## config.mk

```make
export PLATFORM = sky130hd
export DESIGN_NAME = pipe_hazard_ctrl_flat
export DESIGN_NICKNAME = d
export VERILOG_FILES = /design/src/rtl/pipe_hazard_if.sv /design/src/rtl/pipe_hazard_ctrl.sv /design/src/flat_wrapper.sv
export SDC_FILE = /design/constraint.sdc
export NUM_CORES = 1
export LEC_CHECK = 0
export CAP_MARGIN = 25
export CORE_MARGIN = 2
export CORE_UTILIZATION = 45
export CTS_CLUSTER_SIZE = 24
export DETAILED_ROUTE_END_ITERATION = 8
export PLACE_DENSITY_LB_ADDON = 0.2
export SLEW_MARGIN = 15
export SYNTH_ARGS = -nofsm -noshare
export SYNTH_HDL_FRONTEND = slang
export SYNTH_SLANG_ARGS = --single-unit
```

## constraint.sdc

```tcl
create_clock -name clk -period 2.5 [get_ports clk]
set_input_delay 0.25 -clock clk [delete_from_list [all_inputs] [get_ports clk]]
set_output_delay 0.25 -clock clk [all_outputs]
set_load 0.02 [all_outputs]
```

## src/rtl/pipe_hazard_if.sv

```systemverilog
// pipe_hazard_if: pipeline stage info in, stall/flush/forward controls out
interface pipe_hazard_if;
  logic [4:0]  rsD, rtD, rsE, rtE, writeregE, writeregM, writeregW;
  logic        regwriteE, regwriteM, regwriteW, memtoregE, memwriteM, memtoregM, haltW;
  logic        pcsrcM, dmem_ack;
  logic        stallF, stallD, stallE, stallM, stallW;
  logic        flushD, flushE, flushM, flushW;
  logic [1:0]  forwardAE, forwardBE;
  logic        halted, mem_err;
  logic [31:0] stall_cnt;
  modport master (
    output rsD, rtD, rsE, rtE, writeregE, writeregM, writeregW,
           regwriteE, regwriteM, regwriteW, memtoregE, memwriteM, memtoregM, haltW,
           pcsrcM, dmem_ack,
    input  stallF, stallD, stallE, stallM, stallW, flushD, flushE, flushM, flushW,
           forwardAE, forwardBE, halted, mem_err, stall_cnt
  );
  modport slave (
    input  rsD, rtD, rsE, rtE, writeregE, writeregM, writeregW,
           regwriteE, regwriteM, regwriteW, memtoregE, memwriteM, memtoregM, haltW,
           pcsrcM, dmem_ack,
    output stallF, stallD, stallE, stallM, stallW, flushD, flushE, flushM, flushW,
           forwardAE, forwardBE, halted, mem_err, stall_cnt
  );
endinterface

```

## src/rtl/pipe_hazard_ctrl.sv

```systemverilog
// pipe_hazard_ctrl: 5-stage hazard unit with forwarding, load-use, memory-wait timeout and halt
module pipe_hazard_ctrl #(
  parameter int unsigned MEM_TIMEOUT = 255
) (
  input logic         clk,
  input logic         reset,
  pipe_hazard_if.slave h
);
  typedef enum logic [1:0] {RUN, MEMWAIT, HALTED, ERROR} state_t;
  localparam logic [7:0] TMO = 8'(MEM_TIMEOUT);
  state_t      state_q, state_d;
  logic [7:0]  wcnt_q, wcnt_d;
  logic [31:0] stall_cnt_q, stall_cnt_d;
  logic        active, lwstall, memwait, stall_all, flush_br, ld_bubble;
  assign h.forwardAE = (h.regwriteM && h.writeregM != 5'd0 && h.writeregM == h.rsE) ? 2'b10 :
                       (h.regwriteW && h.writeregW != 5'd0 && h.writeregW == h.rsE) ? 2'b01 : 2'b00;
  assign h.forwardBE = (h.regwriteM && h.writeregM != 5'd0 && h.writeregM == h.rtE) ? 2'b10 :
                       (h.regwriteW && h.writeregW != 5'd0 && h.writeregW == h.rtE) ? 2'b01 : 2'b00;
  assign active    = state_q == RUN || state_q == MEMWAIT;
  assign lwstall   = h.memtoregE && h.writeregE != 5'd0 &&
                     (h.writeregE == h.rsD || h.writeregE == h.rtD);
  assign memwait   = (h.memwriteM || h.memtoregM) && !h.dmem_ack;
  // memory wait dominates branch flush, which in turn suppresses the load-use bubble
  assign stall_all = !active || memwait;
  assign flush_br  = active && !memwait && h.pcsrcM;
  assign ld_bubble = active && !memwait && !h.pcsrcM && lwstall;
  assign h.stallF    = stall_all || ld_bubble;
  assign h.stallD    = stall_all || ld_bubble;
  assign h.stallE    = stall_all;
  assign h.stallM    = stall_all;
  assign h.stallW    = stall_all;
  assign h.flushD    = flush_br;
  assign h.flushE    = flush_br || ld_bubble;
  assign h.flushM    = flush_br;
  assign h.flushW    = state_q == ERROR;
  assign h.halted    = state_q == HALTED;
  assign h.mem_err   = state_q == ERROR;
  assign h.stall_cnt = stall_cnt_q;
  always_comb begin
    state_d     = state_q;
    wcnt_d      = wcnt_q;
    stall_cnt_d = (active && (stall_all || ld_bubble) && stall_cnt_q != '1) ? stall_cnt_q + 32'd1 : stall_cnt_q;
    if (state_q == RUN) begin
      wcnt_d  = '0;
      state_d = memwait ? MEMWAIT : h.haltW ? HALTED : RUN;
    end else if (state_q == MEMWAIT) begin
      wcnt_d  = memwait ? wcnt_q + 8'd1 : wcnt_q;
      state_d = memwait ? ((wcnt_q + 8'd1 == TMO) ? ERROR : MEMWAIT) : h.haltW ? HALTED : RUN;
    end
  end
  always_ff @(posedge clk or posedge reset) begin
    if (reset) begin
      state_q     <= RUN;
      wcnt_q      <= '0;
      stall_cnt_q <= '0;
    end else begin
      state_q     <= state_d;
      wcnt_q      <= wcnt_d;
      stall_cnt_q <= stall_cnt_d;
    end
  end
endmodule

```

## src/flat_wrapper.sv

```systemverilog
// flat-port wrapper written by rule: the top's interface ports become plain ports
module pipe_hazard_ctrl_flat 
#(
  parameter int unsigned MEM_TIMEOUT = 255
)
  (clk, reset, h_rsD, h_rtD, h_rsE, h_rtE, h_writeregE, h_writeregM, h_writeregW, h_regwriteE, h_regwriteM, h_regwriteW, h_memtoregE, h_memwriteM, h_memtoregM, h_haltW, h_pcsrcM, h_dmem_ack, h_stallF, h_stallD, h_stallE, h_stallM, h_stallW, h_flushD, h_flushE, h_flushM, h_flushW, h_forwardAE, h_forwardBE, h_halted, h_mem_err, h_stall_cnt);
  pipe_hazard_if h_i ();
  input logic clk;
  input logic reset;
  input wire logic [$bits(h_i.rsD)-1:0] h_rsD;
  input wire logic [$bits(h_i.rtD)-1:0] h_rtD;
  input wire logic [$bits(h_i.rsE)-1:0] h_rsE;
  input wire logic [$bits(h_i.rtE)-1:0] h_rtE;
  input wire logic [$bits(h_i.writeregE)-1:0] h_writeregE;
  input wire logic [$bits(h_i.writeregM)-1:0] h_writeregM;
  input wire logic [$bits(h_i.writeregW)-1:0] h_writeregW;
  input wire logic [$bits(h_i.regwriteE)-1:0] h_regwriteE;
  input wire logic [$bits(h_i.regwriteM)-1:0] h_regwriteM;
  input wire logic [$bits(h_i.regwriteW)-1:0] h_regwriteW;
  input wire logic [$bits(h_i.memtoregE)-1:0] h_memtoregE;
  input wire logic [$bits(h_i.memwriteM)-1:0] h_memwriteM;
  input wire logic [$bits(h_i.memtoregM)-1:0] h_memtoregM;
  input wire logic [$bits(h_i.haltW)-1:0] h_haltW;
  input wire logic [$bits(h_i.pcsrcM)-1:0] h_pcsrcM;
  input wire logic [$bits(h_i.dmem_ack)-1:0] h_dmem_ack;
  output wire logic [$bits(h_i.stallF)-1:0] h_stallF;
  output wire logic [$bits(h_i.stallD)-1:0] h_stallD;
  output wire logic [$bits(h_i.stallE)-1:0] h_stallE;
  output wire logic [$bits(h_i.stallM)-1:0] h_stallM;
  output wire logic [$bits(h_i.stallW)-1:0] h_stallW;
  output wire logic [$bits(h_i.flushD)-1:0] h_flushD;
  output wire logic [$bits(h_i.flushE)-1:0] h_flushE;
  output wire logic [$bits(h_i.flushM)-1:0] h_flushM;
  output wire logic [$bits(h_i.flushW)-1:0] h_flushW;
  output wire logic [$bits(h_i.forwardAE)-1:0] h_forwardAE;
  output wire logic [$bits(h_i.forwardBE)-1:0] h_forwardBE;
  output wire logic [$bits(h_i.halted)-1:0] h_halted;
  output wire logic [$bits(h_i.mem_err)-1:0] h_mem_err;
  output wire logic [$bits(h_i.stall_cnt)-1:0] h_stall_cnt;
  assign h_i.rsD = h_rsD;
  assign h_i.rtD = h_rtD;
  assign h_i.rsE = h_rsE;
  assign h_i.rtE = h_rtE;
  assign h_i.writeregE = h_writeregE;
  assign h_i.writeregM = h_writeregM;
  assign h_i.writeregW = h_writeregW;
  assign h_i.regwriteE = h_regwriteE;
  assign h_i.regwriteM = h_regwriteM;
  assign h_i.regwriteW = h_regwriteW;
  assign h_i.memtoregE = h_memtoregE;
  assign h_i.memwriteM = h_memwriteM;
  assign h_i.memtoregM = h_memtoregM;
  assign h_i.haltW = h_haltW;
  assign h_i.pcsrcM = h_pcsrcM;
  assign h_i.dmem_ack = h_dmem_ack;
  assign h_stallF = h_i.stallF;
  assign h_stallD = h_i.stallD;
  assign h_stallE = h_i.stallE;
  assign h_stallM = h_i.stallM;
  assign h_stallW = h_i.stallW;
  assign h_flushD = h_i.flushD;
  assign h_flushE = h_i.flushE;
  assign h_flushM = h_i.flushM;
  assign h_flushW = h_i.flushW;
  assign h_forwardAE = h_i.forwardAE;
  assign h_forwardBE = h_i.forwardBE;
  assign h_halted = h_i.halted;
  assign h_mem_err = h_i.mem_err;
  assign h_stall_cnt = h_i.stall_cnt;
  pipe_hazard_ctrl #(.MEM_TIMEOUT(MEM_TIMEOUT)) u_core (.clk(clk), .reset(reset), .h(h_i));
endmodule
```

======== Word level (Yosys, flattened, before mapping) ========
Cells that the tools add are included.
word-level totals
  memories kept ........................... 0
  word-level logic and storage cells ...... 61
  bits in registers ....................... 42
  memory bits (read-only) ................. 0
  output and inout bits ................... 47
  bits in writable memories ............... 0
  latch bits .............................. 0
  bits of input ports ..................... 46
cells by class
  add/sub/neg operators ................... 2
  equality and inequality tests ........... 11
  reductions and logical operators ........ 32
  shifts and indexed selects .............. 0
  bitwise operators ....................... 0
  $mul .................................... 0
  div/mod/pow operators ................... 0
  order comparisons ....................... 0
  multiplexer cells ....................... 13
operator list
  cell                                                                   number
  32-bit by 1-bit adder with 32-bit output, second input constant        1
  32-bit inequality test, second input constant                          1
  5-bit equality test                                                    6
  8-bit two-way mux                                                      3
  2-bit two-way mux                                                      8
  1-bit logical AND                                                      15
  5-bit nonzero test                                                     3
  8-bit by 1-bit adder with 8-bit output, second input constant          1
  8-bit equality test, second input constant                             1
  1-bit logical OR                                                       6
  2-bit equality test, second input constant                             2
  1-bit logical NOT                                                      4
  2-bit nonzero test                                                     2
  2-bit by 1-bit equality test with 1-bit output, second input constant  1
  2-bit logical NOT                                                      1
  1-bit two-way mux                                                      2
  2-bit AND reduction                                                    1

======== Logic depth before layout (Yosys ltp) ========
  word-level depth ........................ 9
  depth in mapped cells ................... 8
  gate-level depth less buffers ........... 7

======== Worst setup path before layout ========
OpenSTA, ideal clock, no wires.
  path type ............................... input to output
  start point ............................. input h_writeregM[1]
  end point ............................... output h_forwardAE[0]
  path slack .............................. 383 ps
  stages on the path ...................... 4
  required time ........................... 2250 ps
  arrival ................................. 1867 ps
  buffers on the path ..................... 0
  cell sequence ........................... or4_1 -> o21ai_0 -> nor4_1 -> nor4_1
between the ends
  longest elaborated chain between the ends .. 4
  elaborated cells between the ends (all ways) .. 5
  classes of those cells .................. eq/ne (1); mux (1); reduce/logical (3)
ends and longest elaborated chain
  element                line                    source
  start: declaration     flat_wrapper.sv:15      input wire logic [$bits(h_i.writeregM)-1:0] h_writeregM;
  5-bit nonzero test     pipe_hazard_ctrl.sv:15  assign h.forwardAE = (h.regwriteM && h.writeregM != 5'd0 && h.writeregM == h.rsE) ? 2'b10 :
  1-bit logical AND      pipe_hazard_ctrl.sv:15
  1-bit logical AND (*)  pipe_hazard_ctrl.sv:15
  2-bit two-way mux (*)  pipe_hazard_ctrl.sv:15
  end: declaration       flat_wrapper.sv:35      output wire logic [$bits(h_i.forwardAE)-1:0] h_forwardAE;
Every way passes the cells marked *; elsewhere a longest branch is shown, timed or not.

======== Final worst setup path ========
  start point ............................. input h_writeregM[1]
  end point ............................... output h_forwardAE[1]
The elaborated chain is that of the path after synthesis.

==> impl_results.md <==
- Fmax: 411 MHz
- Sw power: 0.488 mW
- Worst Max-Slew Pin Slew: 0.756 ns
- Comb pwr share: 0.248
- Yosys warnings: 0
- Max_cap viols: 0
- Share of cells above drive strength 1: 0.118
- Initial antenna violation count: 0
- Area Growth Syn to Fin: 43.8%
- DPL Wire Length: 5100 um
- Synth Cell Area: 0.00266 sq mm
- Critical Path RT: 2.25 ns
- Gr ovfl total: 0
- Core Footprint: 0.00561 sq mm
- Pwr Total: 1.61 mW
- Max clock buf depth: 2
- Synth cell types: 46
- Clk pin slew, worst setup/hold paths: 0.08 ns
- Max-slew violation count: 0
- Slew margin rel.: 0.494
- Met3 routed WL: 350 um
- Post-CTS Hold Buffers: 0
- PwrDens: 422 mW/mm^2
- Post-Place Setup Slack: -0.243 ns
- Dominant synthesized flop cell: dfrtp_1
- Yosys reg bits: 42
- All-Layer GR Usage: 0.209
- Pleak: 1.56 nW
- Worst vdd ir: 262 uV
- Status: completed
- Max FO, Critical Path: 2
- Clock sink total: 42
- Ports: 93
- Syn nets: 324
- Die H: 80.8 um
- Clock share of power: 0.277
- Commonest non-fill, non-tap cell in the layout: clkdlybuf4s50_1
- RePlAce Congestion: 0.885
- Most frequent CP cell: clkdlybuf4s50_1
- EDFF count, synth: 0
- Vias in the first global route: 2,435
- Largest net degree at the start of global routing: 38
- Worst Hold Class: input pin to async pin
- Drt via density: 5.20
- Vias: 2,352
- Die area: 0.00653 sq mm
- Switching fraction of total power: 0.303
- Std cell rows: 27
- WL/cell: 14.0 um
- Routed Antenna Nets: 0
- Fin. Hold Viols: 0
- Kind of critical path: input pin to output port
- CP max stage cell: clkdlybuf4s50_1
- DRT Pass-1 Iters: 4
- Synth Area per Inst: 9.66 sq um
- Antenna diodes: 0
- First DRT Iteration DRCs: 95
- Top sig layer: met4
- Clock skew: 0.0137 ns
- Slowest cell delay on critical path: 0.57 ns
- Htree depth: 2
- CTS Buf Count: 5
- CP arrival: 2.18 ns
- Most frequent cells in the layout: clkdlybuf4s50_1 (85), dfrtp_1 (42), xnor2_1 (38)
- Setup-violating endpoint count in the final report: 0
- Worst skew pair latency: 0.31 ns
- Port Buffers: 91
- Register area share after synthesis: 0.396
- Die X: 80.8 um
- Metal-1 WL: 2630 um
- Starting Density: 0.474
- Post-Syn Instances: 275
- Global-route wire length before repair: 10,800 um
- Worst setup EP type: output port
- Async S/R FF share, synth: 1.00
- Final worst-path cycle share: 0.973
- Met2 routed WL: 3310 um
- Tmin final: 2.43 ns
- Nets: 428
- Startpoint types: input pin
- RSZ-0062 raised after global routing: false
- Internal: 1.13 mW
- TritonCTS clock tree: done
- Sequential power share: 0.475
- Clk root buf: clkbuf_8
- CP Cell Sequence: clkdlybuf4s50_1, or4_1, o21ai_1, nor4_1, clkdlybuf4s50_1
- DRC errors left: 0
- Total Wirelength: 6320 um
- Worst setup margin: 0.0664 ns
==> synthesized netlist by cell type, drive strengths merged (6+ instances only) <==
library cell	instances	area [sq um]
dfrtp	42	1050
xnor2	38	333
nand2	26	97.6
xor2	25	226
nand3	22	123
nor2	16	75.1
nand4	13	87.6
o21ai	11	55.1
buf	7	53.8
inv	7	26.3
and3	6	37.5
nor3	6	30.0
nor4	6	50.0
==> routing by layer <==
layer  up-vias  track usage
li1       1168            -
met4         0       0.0356
met3         5       0.0611
met5         -            0
met2        53        0.361
met1      1126        0.262
==> flip-flops by register name, indices dropped and copies added, names as in the netlist <==
name	cells
u_core.state_q	2
u_core.wcnt_q	8
u_core.h.stall_cnt	32
==> final cells by class <==
cell class	instances	area, sq um
tap	72	90.1
clock buffer	5	68.8
timing repair buffer	109	1040
sequential	42	1050
multi-input combinational	214	1530
fill	475	1790
inverter	7	26.3
clock inverter	3	21.3
==> repair_timing <==
action / in CTS / in global routing
gates resized for setup: 5 / 11
endpoints found under the setup margin: 4 / 5
cloned: 0 / 0
setup buffers: 0 / 0
==> power groups by stage <==
stage               combinational [mW]  clock [mW]  sequential [mW]
floorplan                        0.194           0            0.781
global placement                 0.390           0            0.777
detailed placement               0.401           0            0.779
CTS                              0.403       0.456            0.766
global route                     0.443       0.492            0.777
finish                           0.400       0.447            0.766
==> per-stage QoR <==
step,hold WS (ns),instance area [sq um],instances,TNS [ns],util
floorplan,0.396,2660,275,0,-
global placement,0.475,3720,444,-0.771,0.663
detailed placement,0.488,3720,444,-0.995,0.663
CTS,0.182,3810,452,0,0.680
global route,0.203,3820,452,0,0.681
finish,0.175,3820,452,0,0.681
==> worst paths after layout <==
path                                         from                endpoint  slack [ns]  cells after the start
max                                h_writeregM[1]          h_forwardAE[1]        0.07                      5
min                                         reset       u_core.state_q[0]        0.18                      2
max reg2reg                 u_core.h.stall_cnt[0]  u_core.h.stall_cnt[19]        0.29                      7
min reg2reg                u_core.h.stall_cnt[24]  u_core.h.stall_cnt[24]        0.49                      1
max in group asynchronous                   reset  u_core.h.stall_cnt[30]        1.61                      3
min in group clk           u_core.h.stall_cnt[24]  u_core.h.stall_cnt[24]        0.49                      1
==> worst max-delay path, delay by kind of cell <==
family	cells	cell delay (ns)
compound gates	1	0.28
buf+inv	2	0.99
simple gates	2	0.67
==> logic make-up after synthesis <==
group / share of synthesized area
and+or+nand+nor: 0.266
AOI/OAI and AO/OA: 0.0683
adders and majority gates: 0.0141
xor gates and xnor gates: 0.211
muxes: 0.00801
buffers and inverters: 0.0372
DFF: 0.396
(Power assumes the default switching activity.)
